`src/rtl/cmd_packet_receiver.sv`:
```
// ---------------------------------------------------------------------------
// cmd_packet_receiver
//
// Parses command packets from a 32-bit receive stream. Each packet is
// buffered until its XOR trailer has been checked. Only after that are the
// address/data pairs replayed as register writes, so a corrupt or truncated
// packet never reaches the register bus.
//
// Packet: word0 {MAGIC, seq[7:0], N[7:0]}, then N x {addr word, data word},
//         then a trailer equal to the XOR of every preceding word (eop here).
//
// Ports
//   sys_clk      in   system clock, rising edge
//   rst_n        in   asynchronous active-low reset
//   i_rx_data    in   32-bit receive word
//   i_rx_vld     in   beat valid
//   i_rx_sop     in   first beat of a packet
//   i_rx_eop     in   last beat of a packet
//   o_rx_rdy     out  beat accepted when i_rx_vld & o_rx_rdy (low while committing)
//   o_wr_addr    out  register write address
//   o_wr_data    out  register write data
//   o_wr_stb     out  one-cycle write strobe
//   o_cmd_done   out  one-cycle pulse after the last write of a packet
//   o_ok_cnt     out  committed packet count (wraps)
//   o_err_cnt    out  rejected packet count (wraps)
//   o_last_seq   out  sequence number of the last committed packet
//   o_err_code   out  last error (0 none, 1 magic, 2 count, 3 early eop,
//                     4 missing eop, 5 checksum, 6 sop mid-packet)
// ---------------------------------------------------------------------------
module cmd_packet_receiver #(
    parameter int unsigned MAX_PAIRS = 16,
    parameter logic [15:0] MAGIC     = 16'hC0DE
) (
    input  logic        sys_clk,
    input  logic        rst_n,
    input  logic [31:0] i_rx_data,
    input  logic        i_rx_vld,
    input  logic        i_rx_sop,
    input  logic        i_rx_eop,
    output logic        o_rx_rdy,
    output logic [7:0]  o_wr_addr,
    output logic [31:0] o_wr_data,
    output logic        o_wr_stb,
    output logic        o_cmd_done,
    output logic [15:0] o_ok_cnt,
    output logic [15:0] o_err_cnt,
    output logic [7:0]  o_last_seq,
    output logic [2:0]  o_err_code
);

    localparam int unsigned AW    = (MAX_PAIRS > 1) ? $clog2(MAX_PAIRS) : 1;
    localparam int unsigned DEPTH = 1 << AW;
    localparam int unsigned IW    = AW + 1;   // index must reach MAX_PAIRS itself

    typedef enum logic [2:0] {
        S_IDLE,
        S_ADDR,
        S_DATA,
        S_CSUM,
        S_DRAIN,
        S_COMMIT
    } state_t;

    typedef enum logic [2:0] {
        E_NONE      = 3'd0,
        E_MAGIC     = 3'd1,
        E_COUNT     = 3'd2,
        E_EARLY_EOP = 3'd3,
        E_NO_EOP    = 3'd4,
        E_CSUM      = 3'd5,
        E_SOP       = 3'd6
    } err_t;

    state_t          state_q;
    logic            rdy_q;
    logic [IW-1:0]   idx_q;
    logic [IW-1:0]   npairs_q;
    logic [7:0]      seq_q;
    logic [31:0]     csum_q;
    logic [7:0]      wr_addr_q;
    logic [31:0]     wr_data_q;
    logic            wr_stb_q;
    logic            done_q;
    logic [15:0]     ok_cnt_q;
    logic [15:0]     err_cnt_q;
    logic [7:0]      last_seq_q;
    err_t            err_code_q;

    logic [7:0]      addr_mem [DEPTH];
    logic [31:0]     data_mem [DEPTH];

    logic            accept;
    logic            in_pkt;
    logic [7:0]      hdr_n;
    err_t            hdr_err;
    logic [IW-1:0]   idx_inc;
    logic            addr_we;
    logic            data_we;
    logic [1:0]      err_inc_d;
    err_t            err_code_d;

    assign accept  = i_rx_vld & rdy_q;
    assign in_pkt  = (state_q == S_ADDR) || (state_q == S_DATA) || (state_q == S_CSUM);
    assign hdr_n   = i_rx_data[7:0];
    assign idx_inc = idx_q + IW'(1);
    assign addr_we = accept & ~i_rx_sop & ~i_rx_eop & (state_q == S_ADDR);
    assign data_we = accept & ~i_rx_sop & ~i_rx_eop & (state_q == S_DATA);

    always_comb begin
        hdr_err = E_NONE;
        if (i_rx_data[31:16] != MAGIC) begin
            hdr_err = E_MAGIC;
        end else if ((hdr_n == 8'd0) || (32'(hdr_n) > MAX_PAIRS)) begin
            hdr_err = E_COUNT;
        end
    end

    // A sop beat inside a packet aborts that packet (one error) and is then
    // reparsed as a header, which may itself be rejected (a second error).
    always_comb begin
        err_inc_d  = '0;
        err_code_d = err_code_q;
        if (accept) begin
            if (i_rx_sop) begin
                if (in_pkt) begin
                    err_inc_d  = 2'd1;
                    err_code_d = E_SOP;
                end
                if (hdr_err != E_NONE) begin
                    err_inc_d  = err_inc_d + 2'd1;
                    err_code_d = hdr_err;
                end else if (i_rx_eop) begin
                    // Valid header that already ends the packet has no pairs.
                    err_inc_d  = err_inc_d + 2'd1;
                    err_code_d = E_EARLY_EOP;
                end
            end else begin
                case (state_q)
                    S_ADDR, S_DATA: begin
                        if (i_rx_eop) begin
                            err_inc_d  = 2'd1;
                            err_code_d = E_EARLY_EOP;
                        end
                    end
                    S_CSUM: begin
                        if (i_rx_data != csum_q) begin
                            err_inc_d  = 2'd1;
                            err_code_d = E_CSUM;
                        end else if (!i_rx_eop) begin
                            err_inc_d  = 2'd1;
                            err_code_d = E_NO_EOP;
                        end
                    end
                    default: ;
                endcase
            end
        end
    end

    // Pair buffer: written only while parsing, read only while committing.
    always_ff @(posedge sys_clk) begin
        if (addr_we) addr_mem[idx_q[AW-1:0]] <= i_rx_data[7:0];
        if (data_we) data_mem[idx_q[AW-1:0]] <= i_rx_data;
    end

    always_ff @(posedge sys_clk or negedge rst_n) begin
        if (!rst_n) begin
            state_q    <= S_IDLE;
            rdy_q      <= 1'b0;
            idx_q      <= '0;
            npairs_q   <= '0;
            seq_q      <= '0;
            csum_q     <= '0;
            wr_addr_q  <= '0;
            wr_data_q  <= '0;
            wr_stb_q   <= 1'b0;
            done_q     <= 1'b0;
            ok_cnt_q   <= '0;
            err_cnt_q  <= '0;
            last_seq_q <= '0;
            err_code_q <= E_NONE;
        end else begin
            wr_stb_q   <= 1'b0;
            done_q     <= 1'b0;
            rdy_q      <= 1'b1;
            err_cnt_q  <= err_cnt_q + 16'(err_inc_d);
            err_code_q <= err_code_d;

            if (state_q == S_COMMIT) begin
                if (idx_q == npairs_q) begin
                    state_q <= S_IDLE;
                    done_q  <= 1'b1;
                end else begin
                    rdy_q     <= 1'b0;
                    wr_addr_q <= addr_mem[idx_q[AW-1:0]];
                    wr_data_q <= data_mem[idx_q[AW-1:0]];
                    wr_stb_q  <= 1'b1;
                    idx_q     <= idx_inc;
                end
            end else if (accept) begin
                if (i_rx_sop) begin
                    if (hdr_err != E_NONE) begin
                        state_q <= i_rx_eop ? S_IDLE : S_DRAIN;
                    end else if (i_rx_eop) begin
                        state_q <= S_IDLE;
                    end else begin
                        state_q  <= S_ADDR;
                        seq_q    <= i_rx_data[15:8];
                        npairs_q <= i_rx_data[IW-1:0];
                        csum_q   <= i_rx_data;
                        idx_q    <= '0;
                    end
                end else begin
                    case (state_q)
                        S_ADDR: begin
                            if (i_rx_eop) begin
                                state_q <= S_IDLE;
                            end else begin
                                csum_q  <= csum_q ^ i_rx_data;
                                state_q <= S_DATA;
                            end
                        end
                        S_DATA: begin
                            if (i_rx_eop) begin
                                state_q <= S_IDLE;
                            end else begin
                                csum_q  <= csum_q ^ i_rx_data;
                                idx_q   <= idx_inc;
                                state_q <= (idx_inc == npairs_q) ? S_CSUM : S_ADDR;
                            end
                        end
                        S_CSUM: begin
                            if (!i_rx_eop) begin
                                state_q <= S_DRAIN;
                            end else if (i_rx_data == csum_q) begin
                                state_q    <= S_COMMIT;
                                rdy_q      <= 1'b0;
                                idx_q      <= '0;
                                ok_cnt_q   <= ok_cnt_q + 16'd1;
                                last_seq_q <= seq_q;
                            end else begin
                                state_q <= S_IDLE;
                            end
                        end
                        S_DRAIN: begin
                            if (i_rx_eop) state_q <= S_IDLE;
                        end
                        default: ;
                    endcase
                end
            end
        end
    end

    assign o_rx_rdy   = rdy_q;
    assign o_wr_addr  = wr_addr_q;
    assign o_wr_data  = wr_data_q;
    assign o_wr_stb   = wr_stb_q;
    assign o_cmd_done = done_q;
    assign o_ok_cnt   = ok_cnt_q;
    assign o_err_cnt  = err_cnt_q;
    assign o_last_seq = last_seq_q;
    assign o_err_code = err_code_q;

endmodule
```
`config.mk`:
```
export PLATFORM = sky130hd
export DESIGN_NAME = cmd_packet_receiver
export DESIGN_NICKNAME = d
export VERILOG_FILES = /design/src/rtl/cmd_packet_receiver.sv
export SDC_FILE = /design/constraint.sdc
export NUM_CORES = 1
export LEC_CHECK = 0
export ABC_AREA = 1
export ABC_CLOCK_PERIOD_IN_PS = 4860
export CORE_UTILIZATION = 55
export DETAILED_ROUTE_END_ITERATION = 6
export PLACE_DENSITY = 0.73
export SYNTH_ARGS = -nofsm -noshare
export SYNTH_HDL_FRONTEND = slang
export SYNTH_SLANG_ARGS = --single-unit
```
`constraint.sdc`:
```
create_clock -name sys_clk -period 4.86 [get_ports sys_clk]
set_input_delay 0.486 -clock sys_clk [delete_from_list [all_inputs] [get_ports sys_clk]]
set_output_delay 0.486 -clock sys_clk [all_outputs]
set_load 0.02 [all_outputs]
```
# Word-level counts from Yosys, hierarchy flattened
# Memory sizes are Yosys's and may differ from the RTL's. A register that Yosys moved wholly into a read port is not among the register bits.
# Cells that the tools add are included.
# classes
bitwise,11
eq_ne,22
div,0
mux,64
order_cmp,1
n_mul,0
n_shift,0
addsub,4
reduce_logical,20
# op_table
operator,n
$mux 32,5
$mux 3,17
$mux 5,9
$eq 32x32->1,1
$ne 32x32->1,1
$xor 32x32->32,1
$mux 2,10
$mux 1,19
$add 16x1->16 const B,1
$add 16x2->16,1
$ne 16x16->1 const B,1
$reduce_and 5->1,3
$pmux 3 s4,1
$eq 5x5->1,2
$pmux 5 s2,1
$ne 3x2->1 const B,3
$gt 8x5->1 const B,1
$logic_not 8->1,1
$ne 4x3->1 const B,2
$reduce_and 8->1,1
$eq 3x2->1 const B,2
$eq 3x3->1 const B,2
$pmux 3 s2,1
$reduce_and 6->1,1
21 further kinds,35
# totals
n_memories,2
ram_bits,640
elab_cells,136
input_bits,37
regBits,99
output_inout_bits,86
latch_bits,0
mem_bits_ro,0
# mem_list
name,depth,word_bits,read_ports,rd_clocked_by_memory_dff,wr,line_no,rtl
data_mem,16,32,1,1,1,90,logic [31:0] data_mem [DEPTH];
addr_mem,16,8,1,1,1,89,logic [7:0] addr_mem [DEPTH];

# Longest topological paths before layout
# Gate-level depths: netlist of run 1.
# logic_depth
depth_word,12
depth_mapped,24
mapped_depth_nobuf,24

# Worst setup path before layout of run 1
# Ideal clock, no wire load.
# synth_path
path_type,register to register
from,register idx_q[1]
to,"memory data_mem[8][0], enable pin"
setup_slack_ns,0.626
period_less_slack_ns,4.234
setup_ns,0.461
arrival_time_ns,3.773
stages_incl_launch_ff,8
n_path_buf,3
t_required_ns,4.399
cell_sequence,dfrtp_1 -> buf_2 -> inv_1 -> buf_2 -> clkbuf_1 -> ha_1 -> clkinv_1 -> nor3_1
# synth_rtl
element,line_no,rtl
"start, declared",76,logic [IW-1:0] idx_q;
"start signal, assigned",198,idx_q <= idx_inc;
"start signal, assigned",228,idx_q <= idx_inc;
"end, declared",90,
# Straight into the memory's write port.

# Worst setup path after layout of run 1
# layout_path
from,input i_rx_data[30]
to,register err_cnt_q[14] (netlist: o_err_cnt[14])
# layout_via
elab_chain_cells,7
elab_cells_between_ends,10
cone_classes,add/sub (1); eq/ne (2); mux (6); reduce/logical (1)
# layout_rtl
element,line_no,rtl
"start, declared",36,"input logic [31:0] i_rx_data,"
$ne 16x16->1,111,if (i_rx_data[31:16] != MAGIC) begin
$mux 3,111,
$reduce_bool 3->1,129,if (hdr_err != E_NONE) begin
$mux 2,129,
$mux 2 (*),124,if (i_rx_sop) begin
$mux 2 (*),123,if (accept) begin
$add 16x2->16 (*),186,err_cnt_q <= err_cnt_q + 16'(err_inc_d);
"end signal, assigned",186,
"end, declared",85,logic [15:0] err_cnt_q;
# Every way passes the cells marked *; elsewhere a longest branch is shown, timed or not.
# A chain may end at the register's enable or synchronous reset.

==> results_dict.tcl, run 1 <==
set metrics [dict create \
    status "finished clean" \
    register_area_um2 22700 \
    netlist_top_cells_area "edfxtp_1, dfrtp_1, o21ai_0" \
    ys.warnings.count 0 \
    synth-seq-cells 779 \
    clock_latency_ns 0.63 \
    htreeDepth 3 \
    synth_ff_type "edfxtp_1" \
    synth_area_leader_cell "edfxtp_1" \
    drt_pass1_iterations 6 \
    ir_drop_mv 0.541 \
    fin_setup_tns_ns 0 \
    first_iter_violations 2486 \
    die_x_um 242 \
    clk_pin_slew_worst_paths_ns 0.06 \
    place_hpwl_mm 48.5 \
    postRouteWirelength_mm 87.7 \
    drc 0 \
    period_share 0.755 \
    synth_nets 2719 \
    hold_viol 0 \
    powerDensity_nw_per_um2 482 \
    area_growth_pct 15.4 \
    max_freq_mhz 273 \
    cts.sinks 779 \
    yosysSeqAreaShare 0.717 \
    hold_path.class "register to register" \
    clockRootBuffer "clkbuf_16" \
    final.setup_skew_ns 0.0183 \
    worstReg2RegEnd "addr_mem[4][3]" \
    finalNonFillerCells 3629 \
    setup_viol 0 \
    io_pins 123 \
    period_minus_slack_ns 3.67 \
    layout.nets 2855 \
    routed-via-count 22334 \
    critical_path_class "input pin to register" \
    rrSetupSlack_ns 1.46 \
    yosys.cell_types.count 37 \
    leakage_uw 0.0131 \
    tritoncts "done" \
    ant_nets 0 \
    grt_usage 0.299 \
    syn_area_um2 31700 \
    r2r_start "idx_q[1]" \
    slew_headroom 0.120 \
    arrival_ns 4.18 \
    via_per_inst 6.15 \
    crit_fanout 21 \
    critPathCaptureType "register" \
    placed_cells 3485 \
    gp_congestion 0.882 \
    synth_top_area_share 0.607 \
    fill_cells 4147 \
    min_delay_path_depth 1 \
    required_ns 5.37 \
    die_h_um 242 \
    antenna_found_initial 3 \
    grt_pass1_vias 21639 \
    cts_buffers 77 \
    synthCells 2673 \
    initial_utilization 0.559 \
    min-delay-start "o_err_cnt[15]" \
    numPortBuffers 122 \
    grt_max_degree 271 \
    multiInputGateArea_um2 8060 \
    grt_setup_unrepaired "false" \
    core_um2 56600 \
    synth_area_per_cell_um2 11.8 \
    synth_common_cells "edfxtp_1, nand2_1, nor2_1" \
    r2r_cells 5 \
    die_area_um2 58500 \
    grt_pass1_wl_mm 131 \
    whs_endpoint "o_err_cnt[15]" \
    grt-ovfl-total 0 \
    synth-edff-count 640 \
    drive_gt1_frac 0.0825 \
    yosysMostFrequentCell "edfxtp_1" \
    async_flop_share 0.178 \
    rows 87 \
    clk_path_buf_depth 3 \
    worstMarginPinSlew_ns 1.32 \
    wire_per_inst_um 24.2 \
    maxCapViolations 0 \
    finalMaxSlewViolations 0 \
    cp-start-kind "input pin" \
]
==> stage by stage <==
step / total power (µW) / worst slack (ns) / util / instance area [µm²] / hold WS [ns]
after floorplan: 10400 / 0.626 / - / 31700 / 0.190
after global placement: 11600 / 0.715 / 0.601 / 34000 / 0.463
after detailed placement: 11700 / 0.578 / 0.601 / 34000 / 0.464
after CTS: 17600 / 1.24 / 0.646 / 36600 / 0.478
after global routing: 18300 / 0.729 / 0.646 / 36600 / 0.504
final: 17600 / 1.19 / 0.646 / 36600 / 0.471
==> logic make-up (layout without fill, tap and decap cells) <==
group | after synthesis | count (layout) | share of synthesized area
AO/OA/AOI/OAI | 626 | 626 | 0.112
XOR/XNOR | 51 | 51 | 0.0141
adder cells (fa/ha/maj) | 9 | 9 | 0.00379
buffers and inverters | 249 | 447 | 0.0322
flip-flops | 779 | 779 | 0.717
other | 0 | 2 | 0
AND/OR/NAND/NOR | 959 | 959 | 0.121
==> critical path, stage by stage <==
cell             delay [ns]
clkdlybuf4s50_1        1.03
inv_1                  0.09
nand2_1                0.10
nand2_1                0.06
nand2_1                0.08
nor2_1                 0.05
nand2_1                0.06
nor2_1                 0.07
nand2_2                0.13
o21ai_0                0.08
o21ai_0                0.08
nand2_1                0.07
nand2_1                0.06
ha_1                   0.17
inv_1                  0.06
fa_1                   0.43
nor2_1                 0.18
nand3_1                0.13
inv_1                  0.08
nand3_1                0.10
inv_1                  0.09
nand2_1                0.05
nor2_1                 0.16
nand4_1                0.13
xnor2_1                0.14
==> power by group <==
part,internal [µW],switching [µW]
combinational,1240,2650
clock,3460,2470
sequential,7480,330
==> cell usage in the layout (no fill, tap or decap), types with 7 or more instances in the layout <==
cell type,Yosys,layout
nor3_1,39,24
xnor2_1,31,31
nand3_1,35,35
inv_1,84,82
a21oi_1,25,25
clkinv_1,5,9
buf_4,2,83
nand2_1,439,438
ha_1,8,8
o21ai_1,12,12
edfxtp_1,640,640
a41oi_1,22,22
inv_2,6,7
o211ai_1,33,33
nor3_2,0,15
clkbuf_8,0,12
xor2_1,20,20
clkbuf_1,112,29
clkdlybuf4s50_1,0,121
o21ai_0,355,355
clkbuf_16,0,82
nand4_1,33,33
dfrtp_1,139,137
o21a_1,14,14
nor2_1,399,395
o22ai_1,160,160
==> per-layer routing <==
metal  vias up  global-route usage  routed length [µm]
met5         -                   0                  13
met4         2               0.140                4110
met3       224              0.0605               10300
met2      1354               0.466               40700
met1     10927               0.408               32600
li1       9827                   -                   -
==> what timing repair did <==
action                                 4_1_cts  5_1_grt
gates resized for setup                      0        0
endpoints found under the hold margin       33        0
hold buffers                                 1        0
buffers inserted                             0        0
==> how the worst max path moves through the flow <==
stage             startpoint              to  cells past startpoint
6_report       i_rx_data[30]   o_err_cnt[14]                     25
5_1_grt        i_rx_data[20]   o_err_cnt[14]                     20
4_1_cts        i_rx_data[25]   o_err_cnt[14]                     25
3_5_place_dp   i_rx_data[25]   o_err_cnt[14]                     25
3_3_place_gp    i_rx_data[6]   o_err_cnt[14]                     25
2_1_floorplan       idx_q[1]  data_mem[8][0]                      7
==> state kept, by name (all words and copies together), names as in the netlist, 8 cells and up <==
| register | flops |
|---|---|
| o_last_seq | 8 |
| o_ok_cnt | 16 |
| o_err_cnt | 16 |
| data_mem | 512 |
| seq_q | 8 |
| o_wr_addr | 8 |
| csum_q | 32 |
| o_wr_data | 32 |
| addr_mem | 128 |
==> layout make-up <==
type | count | share of cell area
sequential | 779 | 0.621
clock buffer | 124 | 0.0638
inverter | 95 | 0.0100
antenna | 2 | 0.000137
multi-input combinational | 1645 | 0.220
timing repair buffer | 211 | 0.0535
clock inverter | 17 | 0.00520
tap | 756 | 0.0259
No activity file was read; power rests on OpenSTA's default activity.
==> run 2, diff against run 1 <==
Settings changed: ABC_CLOCK_PERIOD_IN_PS 4860 to 3800.
Clock period 4.86 ns to 3.8 ns, I/O delays scaled along.
==> results_dict.tcl, run 2 (synthesis gave the netlist of run 1 again) <==
set metrics [dict create \
    routed-via-count 22154 \
    ant_nets 0 \
    htreeDepth 3 \
    p_sw_uw 6940 \
    layout_commonest_cell "edfxtp_1" \
    maxCapViolations 0 \
    place_hpwl_mm 47.7 \
    final.setup_skew_ns 0.0210 \
    rows 87 \
    area_growth_pct 16.0 \
    period_minus_slack_ns 3.17 \
    drt_pass1_iterations 6 \
    postRouteWirelength_mm 85.1 \
    p_int_uw 15500 \
    layout.nets 2878 \
    numPortBuffers 122 \
    clockRootBuffer "clkbuf_16" \
    slew_headroom 0.243 \
    status "finished clean" \
    clkPwrFrac 0.333 \
    worstMarginPinSlew_ns 1.14 \
    fin_setup_tns_ns 0 \
    die_h_um 242 \
    core_um2 56600 \
    io_pins 123 \
    clk_pin_slew_worst_paths_ns 0.06 \
    cp-start-kind "input pin" \
    hold_viol 0 \
    antenna_cells 0 \
    timing.hold.ws_ns 0.366 \
    leakage_uw 0.0132 \
    grt_max_degree 207 \
    power_switching_share 0.310 \
    r2r_start "state_q[2]" \
    grt-ovfl-total 0 \
    gp_congestion 0.893 \
    finalMaxSlewViolations 0 \
    cts.sinks 779 \
    drc 0 \
    combPwrFrac 0.227 \
    drive_gt1_frac 0.0926 \
    required_ns 4.30 \
    arrival_ns 3.67 \
    critPathCaptureType "register" \
    wire_per_inst_um 23.3 \
    max_freq_mhz 315 \
    first_iter_violations 2813 \
    powerDensity_nw_per_um2 610 \
    r2r_cells 21 \
    clock_latency_ns 0.61 \
    grt_usage 0.292 \
    mostFrequentLayoutCells "edfxtp_1, nand2_1, nor2_1, o21ai_0, o22ai_1" \
    setup_viol 0 \
    antenna_found_initial 1 \
    die_x_um 242 \
    cts_buffers 77 \
    grt_setup_unrepaired "false" \
    ctsResizeCount 0 \
    fill_cells 4120 \
    p_seq_frac 0.440 \
    initial_utilization 0.559 \
    grt_pass1_wl_mm 129 \
    period_share 0.835 \
    rrSetupSlack_ns 0.66 \
    die_area_um2 58500 \
    critical_path_class "input pin to register" \
    via_per_inst 6.07 \
    crit_fanout 4 \
    clk_path_buf_depth 3 \
    grt_pass1_vias 21795 \
    fin_util 0.649 \
    largest_reg_flops 512 \
    tritoncts "done" \
    ir_drop_mv 1.06 \
    worstReg2RegEnd "o_err_cnt[14]" \
    hold_path.class "input pin to asynchronous set/reset pin" \
]
run 2: cell types whose count changed in the layout (fill, tap and decap cells not counted), sizes merged:
cell and change:
clkinvlp +3, diode -2, inv +2, buf +23, clkinv +16, clkbuf -23
bufinv +3
run 2: worst max-delay path by stage:
stage	startpoint	endpoint	slack [ns]
detailed placement	i_rx_data[20]	o_err_cnt[14]	0.04
finish	i_rx_data[28]	o_err_cnt[14]	0.63
global placement	i_rx_data[28]	o_err_cnt[14]	0.11
floorplan	idx_q[1]	data_mem[8][0]	-0.43
global route	i_rx_data[26]	o_err_cnt[14]	0.22
CTS	i_rx_data[20]	o_err_cnt[14]	0.67
run 2: layout make-up:
type                       instances  area (µm²)  share of cell area
sequential                       779       22700               0.618
multi-input combinational       1645        8080               0.220
timing repair buffer             234        2180              0.0593
clock buffer                     101        2090              0.0568
tap                              756         946              0.0257
clock inverter                    41         380              0.0104
inverter                          95         367             0.00998
run 2: timing repair:
action,4_1_cts,5_1_grt
hold buffers,1,0
setup buffers,0,0
endpoints found under the hold margin,60,0
run 2: critical path: stages:
cell             delay, ns
clkdlybuf4s50_1       0.65
nor2_1                0.23
nand3_1               0.09
nor2_1                0.11
nand2_1               0.11
nor2_2                0.15
nand2_1               0.06
nand2_1               0.07
nand2_1               0.04
nand2_1               0.06
ha_1                  0.15
inv_1                 0.06
fa_1                  0.43
nor2_1                0.17
nand3_1               0.15
inv_1                 0.08
nand3_1               0.10
inv_1                 0.09
nand2_1               0.05
nor2_1                0.16
nand4_1               0.12
xnor2_1               0.14
run 2: routing by layer:
| metal | up-vias | global-route usage | wire length [µm] |
|---|---|---|---|
| met5 | - | 0 | 0 |
| met2 | 1279 | 0.458 | 39900 |
| met4 | 0 | 0.125 | 3300 |
| li1 | 9896 | - | - |
| met3 | 195 | 0.0514 | 9040 |
| met1 | 10784 | 0.406 | 32900 |
run 2: power by group through the flow:
stage	Sequential, µW	Combinational [µW]	Clock (µW)
2_1_floorplan	10100	3250	0
3_3_place_gp	10000	4850	0
3_5_place_dp	10000	5000	0
4_1_cts	9860	5040	7540
5_1_grt	9900	5620	7860
6_report	9860	5090	7480
run 2: through the flow:
stage | std cells | power [µW] | cell area (µm²) | setup WS [ns]
6_report | 3651 | 22400 | 36700 | 0.626
5_1_grt | 3651 | 23400 | 36700 | 0.225
4_1_cts | 3651 | 22400 | 36700 | 0.665
3_5_place_dp | 3508 | 15000 | 34300 | 0.0375
3_3_place_gp | 3508 | 14900 | 34300 | 0.109
2_1_floorplan | 2673 | 13300 | 31700 | -0.434
